### config.mk
export PLATFORM = sky130hd
export DESIGN_NAME = tile_blit_engine
export DESIGN_NICKNAME = d
export VERILOG_FILES = /design/src/rtl/tile_blit_engine.sv
export SDC_FILE = /design/constraint.sdc
export NUM_CORES = 1
export LEC_CHECK = 0
export CAP_MARGIN = 20
export CORE_MARGIN = 10
export CORE_UTILIZATION = 51
export CTS_CLUSTER_DIAMETER = 50
export DETAILED_ROUTE_END_ITERATION = 16
export GPL_ROUTABILITY_DRIVEN = 0
export PLACE_DENSITY_LB_ADDON = 0.08
export SETUP_SLACK_MARGIN = 0.05
export SLEW_MARGIN = 10
export SYNTH_ARGS = -nofsm -noshare
export SYNTH_HDL_FRONTEND = slang
export SYNTH_SLANG_ARGS = --single-unit
### constraint.sdc
create_clock -name clk_cpu -period 5.15 [get_ports clk_cpu]
set_input_delay 0.7725 -clock clk_cpu [delete_from_list [all_inputs] [get_ports clk_cpu]]
set_output_delay 0.7725 -clock clk_cpu [all_outputs]
set_load 0.005 [all_outputs]
### src/rtl/tile_blit_engine.sv
// Tile blitter: expands fill/clear/border commands into one-per-cycle writes on the tile bus,
// forwarding CPU writes when idle. Border op is built only with TILE_BLIT_BORDER_EN defined.
module tile_blit_engine #(
    parameter int BASE_ADDR = 2048,
    parameter int COLS      = 10,
    parameter int ROWS      = 10,
    parameter int STRIDE    = 4
) (
    input  logic        clk_cpu,
    input  logic        reset_n,
    input  logic        cmd_valid,
    output logic        cmd_ready,
    input  logic [1:0]  cmd_op,
    input  logic [3:0]  x0,
    input  logic [3:0]  y0,
    input  logic [3:0]  w,
    input  logic [3:0]  h,
    input  logic [7:0]  color,
    input  logic [31:0] cpu_addr,
    input  logic [7:0]  cpu_data,
    input  logic        cpu_we,
    output logic        cpu_stall,
    output logic [31:0] addr,
    output logic [7:0]  datain,
    output logic        DM_W,
    output logic        busy,
    output logic        done,
    output logic        err
);

`ifdef TILE_BLIT_BORDER_EN
    localparam logic BORDER_SUPPORTED = 1'b1;
`else
    localparam logic BORDER_SUPPORTED = 1'b0;
`endif

    localparam logic [1:0] OP_CLEAR  = 2'b01;
    localparam logic [1:0] OP_BORDER = 2'b10;
    localparam logic [1:0] OP_RSVD   = 2'b11;
    localparam logic [4:0] COLS5     = 5'(COLS);
    localparam logic [4:0] ROWS5     = 5'(ROWS);

    typedef enum logic [1:0] {IDLE, SETUP, WRITE, FIN} state_t;

    state_t      state, state_next;

    logic [1:0]  op_q;
    logic [3:0]  x0_q, y0_q, w_q, h_q;
    logic [7:0]  color_q;
    logic [4:0]  xs_q, xe_q, ys_q, ye_q;
    logic [4:0]  cx, cy;
    logic        last_q;
    logic [31:0] eng_addr;
    logic [7:0]  eng_data;
    logic        eng_we;
    logic        err_q;

    logic [4:0]  x_sum, y_sum;
    logic [4:0]  sx0, sxe, sy0, sye;
    logic [4:0]  bx0, bxe, by0, bye;
    logic [4:0]  px, py, nx, ny, x_inc;
    logic        reject, border_mode, interior_row, is_last, issue;
    logic [31:0] tile_addr;

    // Clipping and raster walk; in SETUP the walk starts from the freshly clipped bounds
    // so the first write can be issued on the SETUP edge.
    always_comb begin
        x_sum = {1'b0, x0_q} + {1'b0, w_q};
        y_sum = {1'b0, y0_q} + {1'b0, h_q};
        if (op_q == OP_CLEAR) begin
            sx0 = 5'd0;
            sxe = COLS5;
            sy0 = 5'd0;
            sye = ROWS5;
        end else begin
            sx0 = {1'b0, x0_q};
            sxe = (x_sum > COLS5) ? COLS5 : x_sum;
            sy0 = {1'b0, y0_q};
            sye = (y_sum > ROWS5) ? ROWS5 : y_sum;
        end
        reject = (op_q == OP_RSVD)
              || ((op_q == OP_BORDER) && !BORDER_SUPPORTED)
              || ((op_q != OP_CLEAR) && ((w_q == 4'd0) || (h_q == 4'd0)
                  || ({1'b0, x0_q} >= COLS5) || ({1'b0, y0_q} >= ROWS5)));
        if (state == SETUP) begin
            bx0 = sx0;
            bxe = sxe;
            by0 = sy0;
            bye = sye;
            px  = sx0;
            py  = sy0;
        end else begin
            bx0 = xs_q;
            bxe = xe_q;
            by0 = ys_q;
            bye = ye_q;
            px  = cx;
            py  = cy;
        end
        border_mode  = BORDER_SUPPORTED && (op_q == OP_BORDER);
        is_last      = (px == bxe - 5'd1) && (py == bye - 5'd1);
        interior_row = (py != by0) && (py != bye - 5'd1);
        x_inc        = px + 5'd1;
        nx           = x_inc;
        ny           = py;
        // On interior rows of a border, jump straight from the left edge to the right edge.
        if (border_mode && interior_row && (px == bx0) && (bxe > bx0 + 5'd1)) begin
            nx = bxe - 5'd1;
        end else if (x_inc >= bxe) begin
            nx = bx0;
            ny = py + 5'd1;
        end
        tile_addr = 32'(BASE_ADDR) + (32'(py) * 32'(COLS) + 32'(px)) * 32'(STRIDE);
    end

    always_ff @(posedge clk_cpu or negedge reset_n) begin
        if (!reset_n) begin
            state <= IDLE;
        end else begin
            state <= state_next;
        end
    end

    always_comb begin
        state_next = state;
        issue      = 1'b0;
        case (state)
            IDLE:  if (cmd_valid) state_next = SETUP;
            SETUP: begin
                if (reject) begin
                    state_next = IDLE;
                end else begin
                    state_next = WRITE;
                    issue      = 1'b1;
                end
            end
            WRITE: begin
                if (last_q) state_next = FIN;
                else        issue      = 1'b1;
            end
            FIN:     state_next = IDLE;
            default: state_next = IDLE;
        endcase

        cmd_ready = (state == IDLE);
        busy      = (state != IDLE);
        done      = (state == FIN);
        err       = err_q;
        cpu_stall = busy && cpu_we;
        if (state == IDLE) begin
            addr   = cpu_addr;
            datain = cpu_data;
            DM_W   = cpu_we;
        end else begin
            addr   = eng_addr;
            datain = eng_data;
            DM_W   = eng_we;
        end
    end

    // Command capture and registered engine bus; last_q marks the write currently on the bus as final.
    always_ff @(posedge clk_cpu or negedge reset_n) begin
        if (!reset_n) begin
            op_q     <= 2'd0;
            x0_q     <= 4'd0;
            y0_q     <= 4'd0;
            w_q      <= 4'd0;
            h_q      <= 4'd0;
            color_q  <= 8'd0;
            xs_q     <= 5'd0;
            xe_q     <= 5'd0;
            ys_q     <= 5'd0;
            ye_q     <= 5'd0;
            cx       <= 5'd0;
            cy       <= 5'd0;
            last_q   <= 1'b0;
            eng_addr <= 32'd0;
            eng_data <= 8'd0;
            eng_we   <= 1'b0;
            err_q    <= 1'b0;
        end else begin
            err_q  <= (state == SETUP) && reject;
            eng_we <= issue;
            if ((state == IDLE) && cmd_valid) begin
                op_q    <= cmd_op;
                x0_q    <= x0;
                y0_q    <= y0;
                w_q     <= w;
                h_q     <= h;
                color_q <= color;
            end
            if (state == SETUP) begin
                xs_q <= sx0;
                xe_q <= sxe;
                ys_q <= sy0;
                ye_q <= sye;
            end
            if (issue) begin
                eng_addr <= tile_addr;
                eng_data <= color_q;
                cx       <= nx;
                cy       <= ny;
                last_q   <= is_last;
            end
        end
    end

endmodule

==> impl_metrics.tcl <==
set metrics [dict create \
    die_y_microns 117 \
    initial_core_util_pct 52.3 \
    routed_via_density 5.49 \
    clockPowerShare_pct 9.9 \
    row_count 35 \
    synthCells 484 \
    area_growth_pct 30.5 \
    vdd.ir_drop.worst_mv 0.405 \
    numPortBuffers 115 \
    ys_ff_latch 75 \
    slew-limit-headroom_pct 36.4 \
    drt_iter0_markers 212 \
    clock_skew_ns 0.0106 \
    highest_layer "met4" \
    grt_pass1_vias 3979 \
    clk_latency_ns 0.36 \
    boundaryPins 116 \
    rsz0062_at_grt "false" \
    syn_area_per_cell_sq_um 9.93 \
    first_pass_iters 4 \
    wirelength_microns 12300 \
    route.met3.wl_microns 543 \
    cp.arrival_ns 4.73 \
    antenna_cells 0 \
    wl_per_cell_microns 17.3 \
    async_reset_ff_share_pct 100 \
    worstPathRequired_ns 5.39 \
    tightestPinTransition_ns 0.954 \
    grtUsageTotal_pct 18.3 \
    outcome "complete, no violations" \
    power.density_nw_per_um2 763 \
    wl_met1_microns 5490 \
    dp_hpwl_microns 9500 \
    synth_edf_count 0 \
    drc 0 \
    syn_nets 588 \
    leakage_uw 0.00280 \
    synth_compound_area_share_pct 14.9 \
    startpoint_type "flip-flop" \
    switching_share_pct 44.6 \
    fill_cells 729 \
    dieArea_sq_um 13700 \
    ys_seq_area_share_pct 39.1 \
    pwr-share-comb_pct 68.5 \
    cts_hold_buf 0 \
    antenna_found_initial 0 \
    synth_xor_area_share_pct 3.44 \
    pre_cts_ws_ns 0.763 \
    period_minus_slack_ns 4.48 \
    hold_violations 0 \
    cts_buffer_depth 2 \
    setup_slack_ns 0.667 \
    wl_met2_microns 6090 \
    period_share_pct 87.1 \
    clk_pin_slew_ns 0.08 \
    synth_top_flop_cell "dfrtp_1" \
    hp-class "flip-flop to flip-flop" \
    synth-simple-area-share_pct 16.8 \
    crit_fanout 8 \
    core_sq_um 9200 \
    die_width_microns 117 \
    pwr-share-seq_pct 21.6 \
    dr_total_vias 3912 \
    drv_slew 0 \
    fmax_mhz 223 \
    multi_input_area_sq_um 2730 \
    numCtsBuffers 9 \
    p_int_uw 2650 \
    endpoint_kind "flip-flop" \
    grt_pass1_wl_microns 19800 \
    num-nets-final 701 \
    synth_area_sq_um 4810 \
    crit_type "flip-flop to flip-flop" \
    grt_max_degree 76 \
    ff_latch_area_sq_um 1880 \
    post_cts_buffers 0 \
    synth_warnings 0 \
    cap_violations 0 \
    cts_resized 0 \
    synthMuxAreaShare_pct 12.1 \
    yosysUniqueCellTypes 70 \
    layout-drive-gt1-share_pct 14.5 \
    cts_root_buffer "clkbuf_8" \
    drtAntennaViolNets 0 \
    cts_sinks 75 \
    synth_fa_ha_area_share_pct 9.48 \
    p_sw_uw 2140 \
    cts_tree "built" \
    finalSetupTns_ns 0 \
    htree_levels 3 \
    setup_viol 0 \
    overflow 0 \
    synth_top_family_by_area "simple AND/OR/NAND/NOR gates" \
]
-- layout make-up --
| cell class | instances | share of cell area [%] |
|---|---|---|
| Multi-Input combinational cell | 355 | 43.5 |
| Sequential cell | 75 | 29.9 |
| Timing Repair Buffer | 119 | 18.9 |
| Clock buffer | 11 | 2.41 |
| Inverter | 37 | 2.22 |
| Tap cell | 111 | 2.22 |
| Clock inverter | 4 | 0.798 |
-- worst max-delay path, stage by stage, from the launching register on --
cell       delay, ns
dfrtp_1         0.42
ha_1            0.28
fa_1            0.44
a21o_1          0.19
a2111oi_2       0.49
o21ai_0         0.19
o21ai_0         0.36
ha_1            0.30
nand2b_1        0.15
a21o_1          0.19
a21o_1          0.17
a21o_1          0.18
a21oi_1         0.59
nor3_1          0.11
a221o_1         0.31
-- power by group through the flow --
| stage | clock [uW] | sequential (uW) | combinational (uW) |
|---|---|---|---|
| global placement | 0 | 1030 | 3170 |
| global route | 510 | 1070 | 3650 |
| CTS | 485 | 1030 | 3270 |
| floorplan | 0 | 979 | 2330 |
| finish | 475 | 1030 | 3280 |
| detailed placement | 0 | 1040 | 3250 |
-- cells in the mapped netlist (2+ instances only) --
| cell | count | share of area, % |
|---|---|---|
| nor3_1 | 11 | 1.1 |
| dfrtp_1 | 75 | 39 |
| o211ai_1 | 2 | 0.31 |
| a31oi_1 | 2 | 0.26 |
| and2_1 | 24 | 3.1 |
| o31ai_1 | 2 | 0.31 |
| a211oi_1 | 3 | 0.47 |
| inv_1 | 35 | 2.7 |
| o311a_1 | 2 | 0.42 |
| and3_1 | 2 | 0.26 |
| xnor2_1 | 12 | 2.2 |
| a22o_1 | 4 | 0.73 |
| a22oi_1 | 5 | 0.78 |
| clkbuf_1 | 12 | 0.94 |
| nand2b_1 | 7 | 0.91 |
| nor2b_1 | 8 | 1.0 |
| a21oi_1 | 14 | 1.5 |
| fa_1 | 4 | 1.7 |
| nor2_1 | 15 | 1.2 |
| nand3_1 | 9 | 0.94 |
| inv_2 | 2 | 0.16 |
| nand4_1 | 2 | 0.26 |
| o221ai_1 | 2 | 0.36 |
| o21ai_0 | 24 | 2.5 |
| buf_2 | 2 | 0.21 |
| a21o_1 | 11 | 1.7 |
| o21ai_1 | 2 | 0.21 |
| ha_1 | 30 | 7.8 |
| nor3b_1 | 2 | 0.31 |
| nand2_1 | 61 | 4.8 |
| xor2_1 | 5 | 0.91 |
| buf_1 | 3 | 0.23 |
| or4_1 | 3 | 0.47 |
| mux2_2 | 47 | 11 |
| mux2i_1 | 5 | 1.0 |
-- per-stage QoR --
| stage | area [sq um] | utilization, % | hold slack, ns | cells | total power (uW) |
|---|---|---|---|---|---|
| after floorplan | 4810 | - | 0.430 | 484 | 3310 |
| after global placement | 6050 | 65.8 | 0.443 | 696 | 4200 |
| after detailed placement | 6050 | 65.8 | 0.450 | 696 | 4290 |
| after CTS | 6250 | 68.0 | 0.470 | 711 | 4790 |
| after global routing | 6270 | 68.2 | 0.479 | 712 | 5220 |
| final | 6270 | 68.2 | 0.467 | 712 | 4780 |
-- metal layers --
layer	GRT usage [%]	up-vias
met2	29.3	89
met1	23.8	1876
met5	0	-
met3	3.92	17
met4	6.59	0
li1	-	1930
-- final timing paths --
path / cells past startpoint / startpoint / slack [ns] / endpoint
max: 14 / x0_q[0] / 0.67 / cy[4]
min: 1 / eng_addr[11] / 0.47 / eng_addr[11]
max reg2reg: 14 / x0_q[0] / 0.67 / cy[4]
min reg2reg: 1 / eng_addr[11] / 0.47 / eng_addr[11]
max in group asynchronous: 1 / reset_n / 3.97 / eng_data[1]
min in group asynchronous: 1 / reset_n / 0.56 / xs_q[2]
-- state kept, by name, summed over array words and instances, names as in the netlist, named ones only --
register	cells
cy	5
x0_q	4
eng_addr	11
xe_q	5
eng_data	8
h_q	4
err	1
op_q	2
eng_we	1
xs_q	5
color_q	8
w_q	4
cx	5
state	1
last_q	1
ye_q	5
y0_q	4
-- placed cells by master (no fill, tap or decap), types with 3 or more instances in the layout --
cell type        netlist  layout
a22oi_1                5       5
nand2b_1               7       7
o21ai_0               24      24
or4_1                  3       3
nand2_1               61      61
and2_1                24      24
ha_1                  30      30
a211oi_1               3       3
nand3_1                9       9
nor3_1                11      11
mux2i_1                5       5
buf_4                  0       4
clkbuf_8               0      11
nor2_1                15      15
clkdlybuf4s50_1        0     114
a21oi_1               14      14
xnor2_1               12      12
fa_1                   4       4
a21o_1                11      11
xor2_1                 5       5
nor2b_1                8       8
inv_1                 35      35
a22o_1                 4       4
mux2_2                47      47
dfrtp_1               75      75
-- cell families (layout without fill, tap and decap cells) --
kind of cell,Yosys count,in the layout
AND/OR/NAND/NOR,156,156
AO/OA/AOI/OAI,95,95
flip-flops,75,75
buffers and inverters,54,171
multiplexers,52,52
adder cells (fa/ha/maj),34,34
XOR/XNOR,18,18
Note: power is estimated with default switching activity, not from simulation.
